--- config.mk ---
export PLATFORM = sky130hd
export DESIGN_NAME = alu_seq
export DESIGN_NICKNAME = d
export VERILOG_FILES = /design/src/rtl/alu_pkg.sv /design/src/rtl/alu_logic_w.sv /design/src/rtl/alu_seq.sv
export SDC_FILE = /design/constraint.sdc
export NUM_CORES = 1
export LEC_CHECK = 0
export ABC_AREA = 1
export BUFFER_PORTS_ARGS = -buffer_cell sky130_fd_sc_hd__buf_2
export CORE_MARGIN = 2
export CORE_UTILIZATION = 62
export CTS_BUF_LIST = sky130_fd_sc_hd__clkbuf_4 sky130_fd_sc_hd__clkbuf_8
export DETAILED_ROUTE_END_ITERATION = 10
export PLACE_DENSITY = 0.83
export SLEW_MARGIN = 20
export SYNTH_ARGS = -nofsm -noshare
export SYNTH_HDL_FRONTEND = slang
export SYNTH_SLANG_ARGS = --single-unit
--- constraint.sdc ---
create_clock -name clk -period 3.65 [get_ports clk]
set_input_delay 0 -clock clk [delete_from_list [all_inputs] [get_ports clk]]
set_output_delay 0 -clock clk [all_outputs]
set_load 0.05 [all_outputs]
--- src/rtl/alu_pkg.sv ---
// Shared definitions for the sequential ALU: op encoding, FSM states and flag bit positions.
package alu_pkg;

  typedef enum logic [2:0] {
    OP_AND = 3'b000,
    OP_OR  = 3'b001,
    OP_XOR = 3'b010,
    OP_NOT = 3'b011,
    OP_ADD = 3'b100,
    OP_SUB = 3'b101,
    OP_MUL = 3'b110,
    OP_NOR = 3'b111
  } op_e;

  typedef enum logic [1:0] {
    ST_IDLE = 2'd0,
    ST_EXEC = 2'd1,
    ST_MUL  = 2'd2
  } state_e;

  // Bit positions inside the {N,Z,C,V} flags word.
  localparam int FLAG_N = 3;
  localparam int FLAG_Z = 2;
  localparam int FLAG_C = 1;
  localparam int FLAG_V = 0;

endpackage

--- src/rtl/alu_logic_w.sv ---
// Combinational W-bit logic unit covering AND/OR/XOR/NOT/NOR.
module alu_logic_w
  import alu_pkg::*;
#(
  parameter int W = 8
) (
  input  logic [2:0]   op,
  input  logic [W-1:0] a,
  input  logic [W-1:0] b,
  output logic [W-1:0] y
);

  always_comb begin
    y = '0;
    case (op)
      OP_AND:  y = a & b;
      OP_OR:   y = a | b;
      OP_XOR:  y = a ^ b;
      OP_NOT:  y = ~a;
      OP_NOR:  y = ~(a | b);
      default: y = '0;
    endcase
  end

endmodule

--- src/rtl/alu_seq.sv ---
// Sequential ALU: single-cycle logic/add/sub, W-cycle shift-add multiply, registered result and flags.
//
//   state   | meaning
//   --------+---------------------------------------------------------------
//   ST_IDLE | waiting for start; operands and first result/step captured on accept
//   ST_EXEC | one-cycle op: result already registered, busy and done high
//   ST_MUL  | shift-add multiply, one multiplier bit per cycle; done when cnt hits 1
module alu_seq
  import alu_pkg::*;
#(
  parameter int W = 8
) (
  input  logic         clk,
  input  logic         rst_n,
  input  logic         start,
  input  logic [2:0]   op,
  input  logic [W-1:0] a,
  input  logic [W-1:0] b,
  output logic         busy,
  output logic         done,
  output logic [W-1:0] result,
  output logic [3:0]   flags
);

  localparam int CW = $clog2(W + 1);

  state_e         state, state_nxt;
  logic [CW-1:0]  cnt;
  logic           accept, mul_last;

  logic [W-1:0]   mcand;
  logic [2*W-1:0] prod, prod_step, step_in;
  logic [W-1:0]   step_mcand;
  logic [W:0]     step_sum;

  logic [W-1:0]   logic_y;
  logic [W:0]     sum, diff;
  logic [W-1:0]   exec_r;
  logic           exec_c, exec_v;

  logic           wr_res;
  logic [W-1:0]   res_nxt;
  logic           c_nxt, v_nxt;
  logic [3:0]     flg_nxt;

  alu_logic_w #(.W(W)) u_logic (
    .op (op),
    .a  (a),
    .b  (b),
    .y  (logic_y)
  );

  always_ff @(posedge clk) begin
    if (!rst_n) state <= ST_IDLE;
    else        state <= state_nxt;
  end

  always_comb begin
    state_nxt = state;
    busy      = 1'b0;
    done      = 1'b0;
    accept    = 1'b0;
    mul_last  = 1'b0;
    case (state)
      ST_IDLE: begin
        if (start) begin
          accept    = 1'b1;
          state_nxt = (op == OP_MUL) ? ST_MUL : ST_EXEC;
        end
      end
      ST_EXEC: begin
        busy      = 1'b1;
        done      = 1'b1;
        state_nxt = ST_IDLE;
      end
      ST_MUL: begin
        busy = 1'b1;
        if (cnt == CW'(1)) begin
          done      = 1'b1;
          state_nxt = ST_IDLE;
        end else begin
          mul_last = (cnt == CW'(2));
        end
      end
      default: state_nxt = ST_IDLE;
    endcase
  end

  // Single-cycle ops are evaluated straight from the inputs on the accept edge,
  // so the registered result is already valid in the EXEC (done) cycle.
  always_comb begin
    sum    = {1'b0, a} + {1'b0, b};
    diff   = {1'b0, a} - {1'b0, b};
    exec_r = logic_y;
    exec_c = 1'b0;
    exec_v = 1'b0;
    case (op)
      OP_ADD: begin
        exec_r = sum[W-1:0];
        exec_c = sum[W];
        exec_v = (a[W-1] == b[W-1]) && (sum[W-1] != a[W-1]);
      end
      OP_SUB: begin
        exec_r = diff[W-1:0];
        exec_c = ~diff[W];
        exec_v = (a[W-1] != b[W-1]) && (diff[W-1] != a[W-1]);
      end
      default: ;
    endcase
  end

  // Multiplier bit 0 is consumed on the accept edge; the remaining W-1 bits in
  // ST_MUL while cnt runs W..2, leaving the cnt==1 cycle to present the product.
  always_comb begin
    step_in    = accept ? {{W{1'b0}}, b} : prod;
    step_mcand = accept ? a : mcand;
    step_sum   = {1'b0, step_in[2*W-1:W]}
               + (step_in[0] ? {1'b0, step_mcand} : {(W+1){1'b0}});
    prod_step  = {step_sum, step_in[W-1:1]};
  end

  always_comb begin
    wr_res  = accept && (op != OP_MUL);
    res_nxt = exec_r;
    c_nxt   = exec_c;
    v_nxt   = exec_v;
    if (mul_last) begin
      wr_res  = 1'b1;
      res_nxt = prod_step[W-1:0];
      c_nxt   = |prod_step[2*W-1:W];
      v_nxt   = 1'b0;
    end
    flg_nxt         = '0;
    flg_nxt[FLAG_N] = res_nxt[W-1];
    flg_nxt[FLAG_Z] = (res_nxt == '0);
    flg_nxt[FLAG_C] = c_nxt;
    flg_nxt[FLAG_V] = v_nxt;
  end

  always_ff @(posedge clk) begin
    if (!rst_n) begin
      cnt <= '0;
    end else if (accept && (op == OP_MUL)) begin
      cnt <= CW'(W);
    end else if (state == ST_MUL) begin
      cnt <= cnt - CW'(1);
    end
  end

  always_ff @(posedge clk) begin
    if (!rst_n) begin
      mcand  <= '0;
      prod   <= '0;
      result <= '0;
      flags  <= '0;
    end else begin
      if (accept) mcand <= a;
      if (accept || ((state == ST_MUL) && !done)) prod <= prod_step;
      if (wr_res) begin
        result <= res_nxt;
        flags  <= flg_nxt;
      end
    end
  end

endmodule

==> key figures <==
Yosys
  – Seq cells post-synth: 41
  – Area contributors post-synth: dfxtp_1 22%, nand2_1 15%, ha_1 13%
  – Synth warnings: 0
  – Cell variety after synth: 38
  – Biggest area consumer among synthesized cells: dfxtp_1
  – Synth top area share: 22.19%
  – Mapped Cells: 581
  – Synthesized area per cell: 6.366 sq um
  – Netlist Area Pre-Place: 3699 sq um
  – Post-synthesis sequential area ratio: 22.19%
  – Syn Nets: 645

STA
  – Hold WS: 0.06199 ns
  – Fin. max-slew vios: 0
  – RSZ-0062 raised after global routing: no
  – Final worst-path cycle share: 87.55%
  – Setup TNS: 0 ns
  – Fin. Hold Viols: 0
  – FMAX: 0.3129 GHz
  – Tightest Pin Transition: 0.7776 ns
  – Clock skew: 0.01076 ns
  – Finish-stage setup viols: 0
  – Relative slew margins: 47.84%
  – Final worst slack: 0.4543 ns
  – Post-layout minimum cycle time: 3.196 ns

Critical path
  – Worst r2r src: state[0]
  – Crit path capture type: flop
  – CP endpoint: flags[1]
  – R2R depth: 18
  – Crit path arrival time: 3.36 ns
  – R2r setup slk: 0.45 ns
  – Startpoint types: flop
  – Worst setup path startpoint: state[0]
  – Critical Path RT: 3.81 ns
  – Crit path max fanout: 24
  – Reg-to-Reg End: flags[1]
  – CP Class: reg2reg

Route
  – DR vias: 3812
  – Routed Antenna Nets: 0
  – DRT iter0 DRCs: 322
  – Routed len/inst: 14.04 um
  – Remaining DRCs: 0
  – Vias/cell: 5.606
  – Drt total wl: 9.547 mm
  – TritonRoute pass-1 iters: 6

Cells and area
  – Layout cells sized above 1: 11.74%
  – Layout Cells excl Fill: 680
  – Most common cell after layout, fill and taps aside: nand2_1
  – Post-layout instance area: 3956 sq um
  – Nets@finish: 668
  – Fin util: 67.62%
  – Area growth from synthesis to layout: 6.969%
  – Most frequent cells in the layout: 151 x nand2_1, 77 x inv_1, 62 x nor2_1
  – Diode count: 0

Pwr
  – Combinational share of power: 34.7%
  – Total chip power: 1.373 mW
  – Switching part of the total: 37.07%
  – VDD IR max: 297.9 uV
  – Leakage power total: 2.048 nW
  – Net Switching: 0.5091 mW
  – Reg power frac: 36.7%
  – Clock network power share: 28.6%
  – Pint: 0.8641 mW
  – Power per cell area: 347.1 nW/um^2

Clocking
  – Hold_buf cts: 0
  – Clk buf depth: 2
  – Clock transition at path regs: 0.08 ns
  – Clock Sinks: 41
  – CTS tree: built
  – Skew-Pair Late Insertion Delay: 0.31 ns
  – # Post-CTS Setup Buffers: 0
  – H-tree depth: 2
  – Post_cts resized: 0
  – Cts bufs inserted: 5
  – Root buf cell: clkbuf_8

Placement
  – Gp weighted congestion: 0.9916
  – Detailed placement HPWL: 7.417 mm
  – DP Area: 3836 sq um
  – Placed Cells: 672
  – Worst slack, placed: 0.4827 ns
  – # port buffers: 35

Floorplan
  – Die X-Extent: 81.24 um
  – Std cell rows: 28
  – I/O pin count: 36
  – Core ar.: 5851 sq um
  – Die height: 81.24 um
  – Starting Density: 63.22%
  – Die area: 6599 sq um

Job
  – Max cap viols: 0

GRT
  – Initial antenna violation count: 0
  – Vias in the first global route: 3340
  – Largest net degree at the start of global routing: 26
  – Global route total overflow: 0
  – Global-route wire length before repair: 15.55 mm
  – Gr usage total: 30.28%

Min path
  – Hold crit path type: in2reg
  – Hold Crit Start: start

Status
  – Status: finished clean
cell families (layout without fill, tap and decap cells):
group | after synthesis | in the layout | share of synthesized area, %
compound gates | 89 | 89 | 13.26
flops | 41 | 41 | 22.19
xor+xnor | 7 | 7 | 1.658
simple gates | 299 | 299 | 35.89
fa+ha+maj | 42 | 42 | 14.82
buf+inv | 103 | 127 | 12.18
synthesized netlist by cell type:
library cell  instances
a21boi_0              1
clkbuf_8              3
inv_1                77
buf_1                 1
nor3_4                2
o22ai_1               2
nor2_2                3
xnor2_1               1
a21oi_2               1
or2_2                 5
nand3_1              48
nor3_1                2
fa_1                  3
ha_1                 39
a31oi_1               3
buf_4                 1
nand2_1             151
clkbuf_1              6
nor2_1               62
nand3b_1              2
clkinv_1              1
nand3_2               3
buf_2                 6
and2_1                1
xor2_1                6
a21oi_1              29
o31ai_1               1
nand4_2               1
a211oi_1             12
o21ai_1               6
nor2_4                1
nand2_2               4
dfxtp_1              41
inv_2                 5
nand4_1              12
buf_6                 3
nor3_2                2
o21ai_0              34
sequential cells by signal, indices dropped and copies added, names as in the netlist:
name and cells:
result 8, flags 3, cnt 4, state 2, prod 16, mcand 8
how the worst min path moves through the flow:
stage                      endpoint  slack [ns]  depth (start not counted)
after floorplan            prod[14]        0.14                          2
after global placement     state[1]        0.37                          4
after detailed placement   state[0]        0.38                          4
after CTS                  state[0]        0.06                          4
after global routing      result[2]        0.08                          3
final                      state[0]        0.06                          4
worst max-delay path: stages, from the launching register on:
cell and delay [ns]:
dfxtp_1 0.36, inv_1 0.08, ha_1 0.22, nand2_2 0.14
inv_2 0.18, o21ai_1 0.47, nor2_1 0.10, ha_1 0.22
fa_1 0.43, nand4_1 0.11, nand3_1 0.11, nand2_1 0.09
nand2_1 0.07, nand2_1 0.09, nand2_1 0.06, nor2_1 0.10
nand3_1 0.08, nand2_1 0.06, a21oi_1 0.06
power by group through the flow:
| stage | clock, mW | sequential, mW | combinational, mW |
|---|---|---|---|
| 6_report | 0.393 | 0.504 | 0.476 |
| 5_1_grt | 0.418 | 0.508 | 0.536 |
| 4_1_cts | 0.394 | 0.503 | 0.469 |
| 3_5_place_dp | 0 | 0.513 | 0.466 |
| 3_3_place_gp | 0 | 0.512 | 0.454 |
| 2_1_floorplan | 0 | 0.543 | 0.329 |
layer usage:
layer	part of all wire, %	vias to the layer above	global-route usage, %
li1	-	1915	-
met1	44	1737	41.58
met2	47	143	50.25
met3	7.6	17	6.000
met4	1.1	0	4.576
met5	0	-	0
cell type report:
cell class                      count  area, sq um
Clock buffer                        7        90.09
Clock inverter                      1        30.03
Fill cell                         540         1894
Inverter                           83        311.5
Multi-Input combinational cell    437         2427
Sequential cell                    41        820.8
Tap cell                           75        93.84
Timing Repair Buffer               36        182.7
(Power assumes the default switching activity.)
